<file path="src/rtl/mpu_reg_arbiter.sv">
// mpu_reg_arbiter
//
// Shares the matrix register file access port among four requesters.
// Only one requester owns the port at a time. The grant is one-hot and
// registered. It is held until the owner drops its request. Priority
// rotates round-robin and advances past each owner on release.
//
// Optional feature: define MPU_ARB_TIMEOUT_EN to compile in the grant
// watchdog. The watchdog forcibly releases an owner after MAX_HOLD
// consecutive grant cycles. The revoked requester is then masked until it
// drops its request. Without the macro there is no counter and no mask,
// and timeout_out/timeout_id_out are tied to 0.
//
// Parameters:
//   MAX_HOLD        max consecutive grant cycles (watchdog only), 2..255
// Ports:
//   clk             system clock, rising edge
//   rst             synchronous reset, active high
//   req_in[3:0]     requests: 0 load, 1 store, 2 dispatcher, 3 collector
//   grant_out[3:0]  registered one-hot grant, 0 when the port is free
//   grant_id_out    index of current owner (meaningful while busy_out)
//   busy_out        port owned
//   timeout_out     sticky: a forced release has happened
//   timeout_id_out  index of the requester last forcibly released

module mpu_reg_arbiter #(
   parameter int unsigned MAX_HOLD = 64
) (
   input  logic       clk,
   input  logic       rst,
   input  logic [3:0] req_in,
   output logic [3:0] grant_out,
   output logic [1:0] grant_id_out,
   output logic       busy_out,
   output logic       timeout_out,
   output logic [1:0] timeout_id_out
);

   typedef enum logic [1:0] {
      S_IDLE    = 2'd0,
      S_GRANT   = 2'd1,
      S_RELEASE = 2'd2
   } state_t;

   state_t     state, state_nxt;
   logic [1:0] ptr, ptr_nxt;
   logic [3:0] grant_q, grant_nxt;
   logic [1:0] gid_q, gid_nxt;
   logic       busy_q, busy_nxt;

   logic [3:0] elig;
   logic       win_vld;
   logic [1:0] win_id;

   // Out-of-range MAX_HOLD leaves this marker block in the elaborated
   // hierarchy. The 8-bit hold counter cannot represent larger values.
   if (MAX_HOLD < 2 || MAX_HOLD > 255) begin : g_max_hold_out_of_range
   end

`ifdef MPU_ARB_TIMEOUT_EN
   localparam logic [7:0] HOLD_LAST = 8'(MAX_HOLD - 1);

   logic [7:0] hold_cnt, hold_cnt_nxt;
   logic [3:0] mask_q, mask_nxt;
   logic       to_q, to_nxt;
   logic [1:0] tid_q, tid_nxt;
   logic       hold_expired;

   assign hold_expired = (hold_cnt == HOLD_LAST);
   // A revoked requester stays out of arbitration until it lets go.
   assign elig         = req_in & ~mask_q;
`else
   assign elig         = req_in;
`endif

   // Round-robin pick starting at ptr. The scan runs from the farthest
   // offset to the nearest, so the nearest eligible requester is written
   // last and wins.
   always_comb begin
      win_vld = 1'b0;
      win_id  = ptr;
      for (int k = 3; k >= 0; k--) begin
         if (elig[ptr + 2'(k)]) begin
            win_vld = 1'b1;
            win_id  = ptr + 2'(k);
         end
      end
   end

   always_comb begin
      state_nxt = state;
      ptr_nxt   = ptr;
      grant_nxt = grant_q;
      gid_nxt   = gid_q;
      busy_nxt  = busy_q;
`ifdef MPU_ARB_TIMEOUT_EN
      hold_cnt_nxt = hold_cnt;
      mask_nxt     = mask_q & req_in;  // a low request clears its mask bit
      to_nxt       = to_q;
      tid_nxt      = tid_q;
`endif
      case (state)
         S_IDLE: begin
            if (win_vld) begin
               grant_nxt = 4'(1) << win_id;
               gid_nxt   = win_id;
               busy_nxt  = 1'b1;
               state_nxt = S_GRANT;
`ifdef MPU_ARB_TIMEOUT_EN
               hold_cnt_nxt = 8'd0;
`endif
            end
         end
         S_GRANT: begin
            // Only the owner's bit matters here. Other requesters wait for
            // the next arbitration.
            if (!req_in[gid_q]) begin
               grant_nxt = 4'b0000;
               busy_nxt  = 1'b0;
               ptr_nxt   = gid_q + 2'd1;
               state_nxt = S_RELEASE;
            end
`ifdef MPU_ARB_TIMEOUT_EN
            else if (hold_expired) begin
               grant_nxt        = 4'b0000;
               busy_nxt         = 1'b0;
               ptr_nxt          = gid_q + 2'd1;
               state_nxt        = S_RELEASE;
               to_nxt           = 1'b1;
               tid_nxt          = gid_q;
               mask_nxt[gid_q]  = 1'b1;
            end
            else begin
               hold_cnt_nxt = hold_cnt + 8'd1;
            end
`endif
         end
         S_RELEASE: begin
            // Bubble cycle. Arbitration resumes in IDLE.
            state_nxt = S_IDLE;
         end
         default: begin
            grant_nxt = 4'b0000;
            busy_nxt  = 1'b0;
            state_nxt = S_IDLE;
         end
      endcase
   end

   always_ff @(posedge clk) begin
      if (rst) begin
         state   <= S_IDLE;
         ptr     <= 2'd0;
         grant_q <= 4'b0000;
         gid_q   <= 2'd0;
         busy_q  <= 1'b0;
`ifdef MPU_ARB_TIMEOUT_EN
         hold_cnt <= 8'd0;
         mask_q   <= 4'b0000;
         to_q     <= 1'b0;
         tid_q    <= 2'd0;
`endif
      end else begin
         state   <= state_nxt;
         ptr     <= ptr_nxt;
         grant_q <= grant_nxt;
         gid_q   <= gid_nxt;
         busy_q  <= busy_nxt;
`ifdef MPU_ARB_TIMEOUT_EN
         hold_cnt <= hold_cnt_nxt;
         mask_q   <= mask_nxt;
         to_q     <= to_nxt;
         tid_q    <= tid_nxt;
`endif
      end
   end

   assign grant_out    = grant_q;
   assign grant_id_out = gid_q;
   assign busy_out     = busy_q;
`ifdef MPU_ARB_TIMEOUT_EN
   assign timeout_out    = to_q;
   assign timeout_id_out = tid_q;
`else
   assign timeout_out    = 1'b0;
   assign timeout_id_out = 2'd0;
`endif

endmodule

</file>
<file path="config.mk">
export PLATFORM = sky130hd
export DESIGN_NAME = mpu_reg_arbiter
export DESIGN_NICKNAME = d
export VERILOG_FILES = /design/src/rtl/mpu_reg_arbiter.sv
export SDC_FILE = /design/constraint.sdc
export NUM_CORES = 1
export LEC_CHECK = 0
export ABC_AREA = 0
export CAP_MARGIN = 40
export CORE_AREA = 2 2 41 43
export DETAILED_ROUTE_END_ITERATION = 7
export DIE_AREA = 0 0 43 45
export GPL_TIMING_DRIVEN = 0
export PLACE_DENSITY = 0.68
export RECOVER_POWER = 25
export SYNTH_ARGS = -nofsm -noshare
export SYNTH_HDL_FRONTEND = slang
export SYNTH_SLANG_ARGS = --single-unit
</file>
<file path="constraint.sdc">
create_clock -name clk -period 2.6 [get_ports clk]
set_input_delay 0.52 -clock clk [delete_from_list [all_inputs] [get_ports clk]]
set_output_delay 0.52 -clock clk [all_outputs]
set_load 0.03 [all_outputs]
</file>
# [Word-level counts from Yosys, hierarchy flattened]
# Index checks and enable logic that the tools add are counted.
[classes] add_sub_neg=4 magnitude_cmp=5 eq_ne=4 n_shift=1 mux=27 n_bitwise=2 n_reduce_logical=5
[op_table] operator="$lt 2x3->1 const B" n=5
[op_table] operator="$mux 2" n=6
[op_table] operator="$pmux 4 s3" n=1
[op_table] operator="$mux 1" n=11
[op_table] operator="$bmux 1 s2" n=5
[op_table] operator="$mux 4" n=2
[op_table] operator="$reduce_and 2->1" n=3
[op_table] operator="$add 2x1->2 const B" n=2
[op_table] operator="$add 2x2->2 const B" n=2
[op_table] operator="$ne 2x2->1 const B" n=2
[op_table] operator="$pmux 2 s2" n=1
[op_table] operator="$shl 1x2->4 const A" n=1
[op_table] operator="$pmux 1 s3" n=1
[op_table] operator="$reduce_and 3->1" n=1
[op_table] operator="$eq 2x1->1 const B" n=1
[op_table] operator="$eq 2x2->1 const B" n=1
[op_table] operator="$logic_not 2->1" n=1
[op_table] operator="$not 1->1" n=2
[totals] register_bits=11 in_bits=6 out_inout_bits=10 elab_cells=53

# [Logic depth before layout (Yosys ltp)]
[depth] word_depth=10 mapped_depth=5 mapped_depth_nobuf=5

# [Worst setup path after synthesis]
# OpenSTA, ideal clock, no wires.
[synth_timing] path_kind="register to register" start="register gid_q[1] (netlist: grant_id_out[1])" end="register grant_q[2] (netlist: grant_out[2])" setup_time_ps=117 arrival_ps=1437 required_ps=2483 setup_slack_ps=1046 path_stages_with_launch=6 path_buffers=0 synth_period_minus_slack_ps=1554 path_cell_list="dfxtp_1 > mux2i_1 > mux2_4 > o22ai_2 > and2b_1 > a22o_1"
[synth_via] elab_chain_cells=4
[synth_rtl] item="start: declaration" line_no="48" source="logic [1:0] gid_q, gid_nxt;"
[synth_rtl] item="start signal: assignment" line_no="167" source="gid_q <= gid_nxt;"
[synth_rtl] item="$bmux 1 s2" line_no="117" source="if (!req_in[gid_q]) begin"
[synth_rtl] item="$mux 1 (not written as such)" line_no="117"
[synth_rtl] item="$ne 2x2->1 (no source line)"
[synth_rtl] item="$reduce_and 3->1 (no source line)"
[synth_rtl] item="end signal: assignment" line_no="166" source="grant_q <= grant_nxt;"
[synth_rtl] item="end: declaration" line_no="47" source="logic [3:0] grant_q, grant_nxt;"
# No other way between the ends. The select of a mux whose other input is x is not followed.
# A chain may end at the register's enable or synchronous reset.

# [Final worst setup path]
[layout_timing] start="register gid_q[1] (netlist: grant_id_out[1])" end="output grant_id_out[1]"
[layout_rtl] item="end: declaration" line_no="33" source="output logic [1:0] grant_id_out,"
# No word-level cell between the ends.

==> results.toml <==
[die]
row_count = 14
die_x_um = 43
core_um2 = 1470
die_h_um = 45
io_pins = 16
initial_utilization_pct = 40.3
die_area_um2 = 1940

[global_route]
grt_pass1_wl_mm = 2.13
grt_max_degree = 11
gr-total-overflow = 0
antenna_found_initial = 0
grt_usage_pct = 15.1
grt_pass1_vias = 508

[critical_path]
slowest_delay_ns = 0.72
cp.buffers_inverters = 1
crit_path_start_kind = "flip-flop"
path_cells = "clkdlybuf4s50_1"
arrival_ns = 1.46
worstPathRequired_ns = 2.08
crit_slowest_cell = "clkdlybuf4s50_1"
worst_setup_path_end_kind = "output port"
crit_family = "buffers and inverters"
cp_max_fo = 5
critPathKind = "reg2out"

[worst_hold_path]
hold_path.class = "reg2reg"

[yosys]
syn-mean-instance-area_um2 = 9.12
synth_cells = 65
ys_types = 29
synth_warnings = 0
seq_area_frac_synth_pct = 37.1
synth_seq_cells = 11
synth_area_um2 = 593

[clock_network]
cts_sinks = 11
clk_path_buf_depth = 2
clk_pin_slew_worst_paths_ns = 0.07
cts_buffers = 3
cts_setup_buffers = 0
cts_resized = 0
clkLatencyLatePin_ns = 0.27
root_buffer = "clkbuf_4"
htreeDepth = 1
cts_hold_buffers = 0
tritoncts = "built"

[sta]
period_share_pct = 76.3
finalCriticalPeriod_ns = 1.98
tns_ns = 0
holdWs_ns = 0.480
skew_ns = 0.00353
fmax_mhz = 504
grt_setup_unrepaired = "no"
finalHoldViolCount = 0
setup_violations = 0
worst_slack_ns = 0.617
slew_viol_final = 0

[placement]
hpwl_um = 945
place.gp.congestion = 0.726
preCtsSetupSlack_ns = 0.424
portBuffers = 12
dpl_cell_area_um2 = 741
dp.cells = 95

[layout]
fillers = 150
area_growth_pct = 29.3
drive_gt1_share_pct = 13.3
final_area_um2 = 767
final_core_util_pct = 52.1
instances_no_fill = 99
antenna_cells = 0
mostFrequentLayoutCells = "nor2_1 (11), dfxtp_1 (11), clkdlybuf4s50_1 (8), nor2b_1 (7), dlygate4sd3_1 (4)"
nets = 90

[route]
drt_wl_total_mm = 1.27
drtPass1Iterations = 3
wire_per_inst_um = 12.8
viasPerCell = 5.36
ant_nets = 0
num_vias = 531
route.detailed.drc = 0
drt-initial-drc-count = 10

[power]
power_switching_uw = 160
p_leak_nw = 0.290
p_sw_share_pct = 33.7
vdd_ir_drop_max_uv = 457
p_int_uw = 316
p_per_area_nw_per_um2 = 621
finalPower_uw = 476
pwr-share-comb_pct = 31.6
p_seq_share_pct = 43.3
p_clk_share_pct = 25.1

[outcome]
status = "finished clean"

[job]
drv_cap = 0
## registers in the layout (all words and copies together) (netlist names)
name	count
busy_out	1
grant_id_out	2
grant_out	4
ptr	2
state	2
## metal layers
layer,up-vias,track usage (%),routed length (µm)
li1,266,-,-
met2,11,25.5,614
met5,-,0,0
met1,250,18.1,579
met3,4,1.60,43
met4,0,10.9,29
## synth_stat cells
library cell   n  area [µm²]
dfxtp_1       11         220
o31a_1         1        8.76
nor4_2         1        12.5
a32oi_1        2        17.5
a21oi_1        2        10.0
mux2_2         1        11.3
o21ai_0        1        5.00
nor3b_1        1        7.51
and2b_1        1        7.51
buf_4          3        22.5
o22ai_2        1        12.5
nand2b_1       1        6.26
xnor2_1        1        8.76
a211oi_1       3        22.5
nand2_1        1        3.75
o21ai_1        1        5.00
inv_1          2        7.51
mux2_4         1        15.0
o221ai_1       1        8.76
clkbuf_1       1        3.75
nor3_2         1        10.0
mux2i_1        3        30.0
a2bb2oi_1      1        8.76
nor2_1        11        41.3
a22o_1         2        17.5
nor2b_1        7        43.8
a2111oi_1      1        10.0
conb_1         1        3.75
o221a_1        1        11.3
## final timing paths
path | startpoint | to | slack, ns | cells past startpoint
worst max-delay path | grant_id_out[1]$_SDFFE_PP0P_ | grant_id_out[1] | 0.62 | 1
worst min-delay path | grant_out[3]$_SDFFE_PP0P_ | grant_out[3]$_SDFFE_PP0P_ | 0.48 | 1
worst max register to register | grant_id_out[1]$_SDFFE_PP0P_ | ptr[0]$_SDFFE_PP0P_ | 1.03 | 5
worst min register to register | grant_out[3]$_SDFFE_PP0P_ | grant_out[3]$_SDFFE_PP0P_ | 0.48 | 1
## cells by family after synthesis
group,count (synthesis),share of synthesized area [%]
and+or+nand+nor,24,22.4
AOI/OAI and AO/OA,17,23.2
DFF,11,37.1
buffers and inverters,6,5.70
muxes,5,9.49
xor gates and xnor gates,1,1.48
other,1,0.632
## final cells by class
class	count	area [µm²]	area share (%)
Buffer	4	26.3	3.43
Clock buffer	4	26.3	3.43
Inverter	2	7.51	0.979
Multi-Input combinational cell	50	347	45.2
Sequential cell	11	220	28.7
Tap cell	16	20.0	2.61
Timing Repair Buffer	12	120	15.7
## power groups by stage
stage | logic, mW | registers (mW) | clock network [mW]
floorplan | 0.0847 | 0.228 | 0
finish | 0.151 | 0.206 | 0.119
CTS | 0.153 | 0.206 | 0.119
detailed placement | 0.152 | 0.210 | 0
global placement | 0.150 | 0.210 | 0
global route | 0.163 | 0.210 | 0.128
Note: power is estimated with default switching activity, not from simulation.
